File: src/rtl/fpu_add_arbiter.sv
// Round-robin arbiter sharing one fixed-latency pipelined FP adder between
// NUM_REQ requesters, with per-requester credit limits and result routing.
module fpu_add_arbiter #(
   parameter int NUM_REQ         = 4,
   parameter int DATA_WIDTH      = 32,
   parameter int LATENCY         = 13,
   parameter int MAX_OUTSTANDING = 4,
   parameter int ID_WIDTH        = $clog2(NUM_REQ)
) (
   input  logic                          clkIn,
   input  logic                          rstIn,
   input  logic [NUM_REQ-1:0]            reqValidIn,
   output logic [NUM_REQ-1:0]            reqReadyOut,
   input  logic [NUM_REQ*DATA_WIDTH-1:0] reqDataAIn,
   input  logic [NUM_REQ*DATA_WIDTH-1:0] reqDataBIn,
   output logic [NUM_REQ-1:0]            rspValidOut,
   output logic [DATA_WIDTH-1:0]         rspDataOut,
   output logic [DATA_WIDTH-1:0]         addDataAOut,
   output logic [DATA_WIDTH-1:0]         addDataBOut,
   output logic                          addValidOut,
   input  logic [DATA_WIDTH-1:0]         addDataIn,
   input  logic                          addValidIn,
   output logic                          errorOut
);

   localparam int CNT_WIDTH = $clog2(MAX_OUTSTANDING + 1);

   logic [ID_WIDTH-1:0]   rrPtr;
   logic [CNT_WIDTH-1:0]  cnt [NUM_REQ];
   logic [NUM_REQ-1:0]    eligible;
   logic [DATA_WIDTH-1:0] opA [NUM_REQ];
   logic [DATA_WIDTH-1:0] opB [NUM_REQ];

   logic                  grantFound;
   logic [ID_WIDTH-1:0]   grantId;
   logic [ID_WIDTH:0]     scanSum;
   logic                  accept;

   logic [LATENCY:0]      tagValid;
   logic [ID_WIDTH-1:0]   tagId [LATENCY+1];
   logic                  finalValid;
   logic [ID_WIDTH-1:0]   finalId;
   logic                  retire;
   logic                  mismatch;
   logic [NUM_REQ-1:0]    finalOneHot;

   // A requester competes only while it has a free credit.
   for (genvar i = 0; i < NUM_REQ; i++) begin : gUnpack
      assign opA[i]      = reqDataAIn[i*DATA_WIDTH +: DATA_WIDTH];
      assign opB[i]      = reqDataBIn[i*DATA_WIDTH +: DATA_WIDTH];
      assign eligible[i] = reqValidIn[i] && (cnt[i] < CNT_WIDTH'(MAX_OUTSTANDING));
   end

   always_comb begin
      grantFound  = 1'b0;
      grantId     = '0;
      scanSum     = '0;
      reqReadyOut = '0;
      for (int k = 0; k < NUM_REQ; k++) begin
         scanSum = {1'b0, rrPtr} + (ID_WIDTH+1)'(k);
         if (scanSum >= (ID_WIDTH+1)'(NUM_REQ)) begin
            scanSum = scanSum - (ID_WIDTH+1)'(NUM_REQ);
         end
         if (!grantFound && eligible[scanSum[ID_WIDTH-1:0]]) begin
            grantFound = 1'b1;
            grantId    = scanSum[ID_WIDTH-1:0];
         end
      end
      if (grantFound) begin
         reqReadyOut[grantId] = 1'b1;
      end
   end

   assign accept = |(reqValidIn & reqReadyOut);

   // Issue stage: operands and valid go to the adder one edge after accept.
   always_ff @(posedge clkIn or posedge rstIn) begin
      if (rstIn) begin
         addValidOut <= 1'b0;
         addDataAOut <= '0;
         addDataBOut <= '0;
         rrPtr       <= '0;
      end else begin
         addValidOut <= accept;
         if (accept) begin
            addDataAOut <= opA[grantId];
            addDataBOut <= opB[grantId];
            rrPtr       <= (grantId == ID_WIDTH'(NUM_REQ - 1)) ? '0 : grantId + 1'b1;
         end
      end
   end

   // Tag pipeline mirrors the adder so the last stage lines up with addValidIn.
   always_ff @(posedge clkIn or posedge rstIn) begin
      if (rstIn) begin
         tagValid <= '0;
         for (int s = 0; s <= LATENCY; s++) begin
            tagId[s] <= '0;
         end
      end else begin
         tagValid[0] <= accept;
         tagId[0]    <= accept ? grantId : '0;
         for (int s = 1; s <= LATENCY; s++) begin
            tagValid[s] <= tagValid[s-1];
            tagId[s]    <= tagId[s-1];
         end
      end
   end

   assign finalValid  = tagValid[LATENCY];
   assign finalId     = tagId[LATENCY];
   assign retire      = addValidIn && finalValid;
   assign mismatch    = addValidIn != finalValid;
   assign finalOneHot = NUM_REQ'(1) << finalId;

   // Results are steered back by tag; a misaligned valid produces no response.
   always_ff @(posedge clkIn or posedge rstIn) begin
      if (rstIn) begin
         rspValidOut <= '0;
         rspDataOut  <= '0;
         errorOut    <= 1'b0;
      end else begin
         rspValidOut <= retire ? finalOneHot : '0;
         if (retire) begin
            rspDataOut <= addDataIn;
         end
         if (mismatch) begin
            errorOut <= 1'b1;
         end
      end
   end

   // Credits: accept and retire of the same requester on one edge cancel out.
   for (genvar i = 0; i < NUM_REQ; i++) begin : gCnt
      logic incr;
      logic decr;
      assign incr = accept && (grantId == ID_WIDTH'(i));
      assign decr = retire && (finalId == ID_WIDTH'(i));
      always_ff @(posedge clkIn or posedge rstIn) begin
         if (rstIn) begin
            cnt[i] <= '0;
         end else if (incr && !decr) begin
            cnt[i] <= cnt[i] + 1'b1;
         end else if (decr && !incr) begin
            cnt[i] <= cnt[i] - 1'b1;
         end
      end
   end

endmodule
File: config.mk
export PLATFORM = sky130hd
export DESIGN_NAME = fpu_add_arbiter
export DESIGN_NICKNAME = d
export VERILOG_FILES = /design/src/rtl/fpu_add_arbiter.sv
export SDC_FILE = /design/constraint.sdc
export NUM_CORES = 1
export LEC_CHECK = 0
export BUFFER_PORTS_ARGS = -buffer_cell sky130_fd_sc_hd__buf_4
export CORE_AREA = 2 2 154 156
export CTS_BUF_LIST = sky130_fd_sc_hd__clkbuf_4
export CTS_CLUSTER_DIAMETER = 80
export DETAILED_ROUTE_END_ITERATION = 12
export DIE_AREA = 0 0 156 158
export GPL_TIMING_DRIVEN = 0
export PLACE_DENSITY = 0.71
export SYNTH_ARGS = -nofsm -noshare
export SYNTH_HDL_FRONTEND = slang
export SYNTH_SLANG_ARGS = --single-unit
export TNS_END_PERCENT = 50
File: constraint.sdc
create_clock -name clkIn -period 5.56 [get_ports clkIn]
set_input_delay 0.556 -clock clkIn [delete_from_list [all_inputs] [get_ports clkIn]]
set_output_delay 0.556 -clock clkIn [all_outputs]
set_load 0.005 [all_outputs]
==> metrics.csv <==
metric;value;unit
run_status;finished, final reports clean;
synth-edff-count;0;
grt_pass1_vias;8226;
ys_ff_latch;157;
setup_viol;0;
rsz0062_at_grt;false;
cts_buffer_depth;2;
antenna_found_initial;1;
yosys-top-cells-count;157 x dfrtp_1, 128 x a211oi_1, 128 x and3_1, 64 x o21ai_0, 64 x o31ai_1;
area_delta_synth_final;47.3;%
regToRegSetupSlack;1200;ps
slew_viol_final;0;
initial_utilization;34.3;%
end_kind;register;
coreArea;23100;µm²
synth_xor_area_share;1.33;%
grt_first_pass_wirelength;46.8;mm
setup_slack;1200;ps
synth_area_leaders;dfrtp_1 50%, a211oi_1 12%, and3_1 10%, o31ai_1 6.1%, mux2_2 5.4%;
fmax;0.229;GHz
fillers;2142;
powerDensity;558;nW/µm²
endpoint;cnt[1];
numCtsBuffers;17;
synth_top_family_by_area;compound AO/OA/AOI/OAI gates;
via_per_inst;5.44;
cts_tree;done;
placementRows;56;
postRouteWirelength;31.8;mm
ant_nets;0;
nets;1470;
pre_cts_ws;993;ps
worstSetupStartpoint;rrPtr[1];
dr.first_iter.drc_count;361;
synth.most_common_cell;dfrtp_1;
h-tree-depth;4;
worstPathRequired;6030;ps
path_clk_slew;170;ps
cts_resized;0;
final_core_util;50.5;%
startpoint_type;register;
syn_avg_cell_area;10.6;µm²
critPathMaxFanout;10;
ir_drop;0.230;mV
finalCritPeriodShare;78.4;%
yosys.area.top_type;dfrtp_1;
min_period;4360;ps
wire_per_inst;21.7;µm
arrival;4830;ps
syn_area;7900;µm²
ys_seq_area_share;49.7;%
ios;401;
gp_congestion;0.957;
final-instance-count-excl-fill;1467;
via_count;7983;
drc;0;
hold_viol_final;0;
die_h;158;µm
syn_nets;1049;
yosysWarningCount;0;
async_reset_ff_share;100;%
dp_hpwl;24.4;mm
post-place-cells;1433;
r2r_start;rrPtr[1];
yosysUniqueCellTypes;40;
synth-simple-area-share;12.8;%
leakage;5.71;nW
final_layout_size_suffix_gt1_share;43.4;%
die_area;24600;µm²
clock_latency;570;ps
first_pass_iters;5;
io_buffers;400;
r2r-end;cnt[1];
synth_top_flop_cell;dfrtp_1;
cts_sinks;157;
die_x;156;µm
track_usage;25.3;%
path_class;register to register;
drv_cap;0;
rr_worst_depth;18;
grt_max_degree;90;
hp-class;input port to register;
tightest_slew;794;ps
synth_compound_area_share;23.4;%
hold_buffers;1;
synthDominantCellAreaShare;49.7;%
relSlewSlack;47.1;%
muxShareOfSynthArea;5.42;%
synthAdderAreaFrac;2.28;%
grt-ovfl-total;0;
cts_setup_buffers;0;
clock_skew;29.7;ps
cts-root-buf;clkbuf_4;
syn-instance-count;742;
[state kept, by name, summed over array words and instances, names as in the netlist]
register     cells
errorOut         1
rrPtr            2
addDataAOut     32
cnt             12
addDataBOut     32
tagValid        14
rspDataOut      32
tagId           26
finalId          2
rspValidOut      4
[cell type report]
class	count	area (µm²)	share of cell area [%]
buffer	82	358	3.07
clock inverter	15	198	1.70
sequential	157	3930	33.8
tap	290	363	3.12
timing repair buffer	402	3040	26.1
clock buffer	17	128	1.10
antenna	1	2.50	0.0215
inverter	12	52.6	0.451
multi-input combinational	491	3570	30.7
[through the flow]
stage / cell area, µm² / TNS [ps] / hold WS [ps] / power (mW)
global route: 11600 / 0 / 133 / 6.98
finish: 11600 / 0 / 212 / 6.49
floorplan: 7900 / 0 / 331 / 4.06
detailed placement: 11300 / 0 / 335 / 5.79
global placement: 11300 / -164790 / 332 / 5.69
CTS: 11600 / 0 / 143 / 6.54
[how the worst min path moves through the flow]
| stage | from | slack (ps) | to | cells past startpoint |
|---|---|---|---|---|
| global route | addDataIn[10] | 130 | rspDataOut[10] | 2 |
| CTS | addDataIn[6] | 140 | rspDataOut[6] | 2 |
| global placement | tagId[3] | 330 | finalId[1] | 0 |
| floorplan | tagId[2] | 330 | finalId[0] | 0 |
| finish | addDataIn[22] | 210 | rspDataOut[22] | 2 |
| detailed placement | tagId[5] | 330 | tagId[3] | 0 |
[report_power, final]
| group | internal [mW] | total (mW) | switching [mW] |
|---|---|---|---|
| Clock | 0.219 | 0.737 | 0.518 |
| Sequential | 1.67 | 1.95 | 0.282 |
| Combinational | 1.65 | 3.81 | 2.16 |
[metal layers]
layer | GRT usage [%] | vias up | part of all wire, %
li1 | - | 3670 | -
met1 | 30.4 | 3895 | 39
met2 | 44.5 | 378 | 51
met3 | 6.38 | 40 | 7.8
met4 | 8.39 | 0 | 2.1
met5 | 0 | - | 0
[cells by family (layout without fill, tap and decap cells)]
group | after synthesis | in the layout
AO/OA/AOI/OAI | 266 | 266
XOR/XNOR | 12 | 12
adder cells (fa/ha/maj) | 12 | 12
buffers and inverters | 94 | 528
flip-flops | 157 | 157
multiplexers | 38 | 38
other | 0 | 1
AND/OR/NAND/NOR | 163 | 163
[layout by cell type (no fill, tap or decap), types with 2 or more instances in the layout]
master / Yosys / layout
or2_2: 3 / 3
and2_1: 8 / 8
clkbuf_4: 0 / 17
o31ai_1: 64 / 64
inv_2: 2 / 2
o21ai_0: 64 / 64
ha_1: 8 / 8
nor3_1: 2 / 2
xnor2_1: 4 / 4
buf_2: 25 / 25
xor2_1: 8 / 8
a21oi_1: 2 / 2
fa_1: 4 / 4
nor2_1: 7 / 7
a211oi_1: 128 / 128
nand3b_1: 2 / 2
inv_1: 10 / 9
and3_1: 128 / 128
clkinv_4: 0 / 2
inv_8: 0 / 4
clkbuf_1: 52 / 52
dfrtp_1: 157 / 157
or3b_2: 2 / 2
buf_4: 3 / 403
clkinv_8: 0 / 7
mux2_2: 38 / 38
nand2b_1: 4 / 4
[critical path, cell delays in order (launching register included)]
cell and delay [ps]:
dfrtp_1 480, and3b_1 240, o311ai_2 360, and2_1 270, inv_2 90, buf_4 190, buf_2 220, ha_1 230
a222oi_1 330, a31oi_1 80, nor2_1 120, or2_1 110, clkbuf_1 210, inv_1 160, and2_1 210, ha_1 210
inv_1 70, fa_1 410, mux2_2 270
Power figures use the tool's default switching activity.
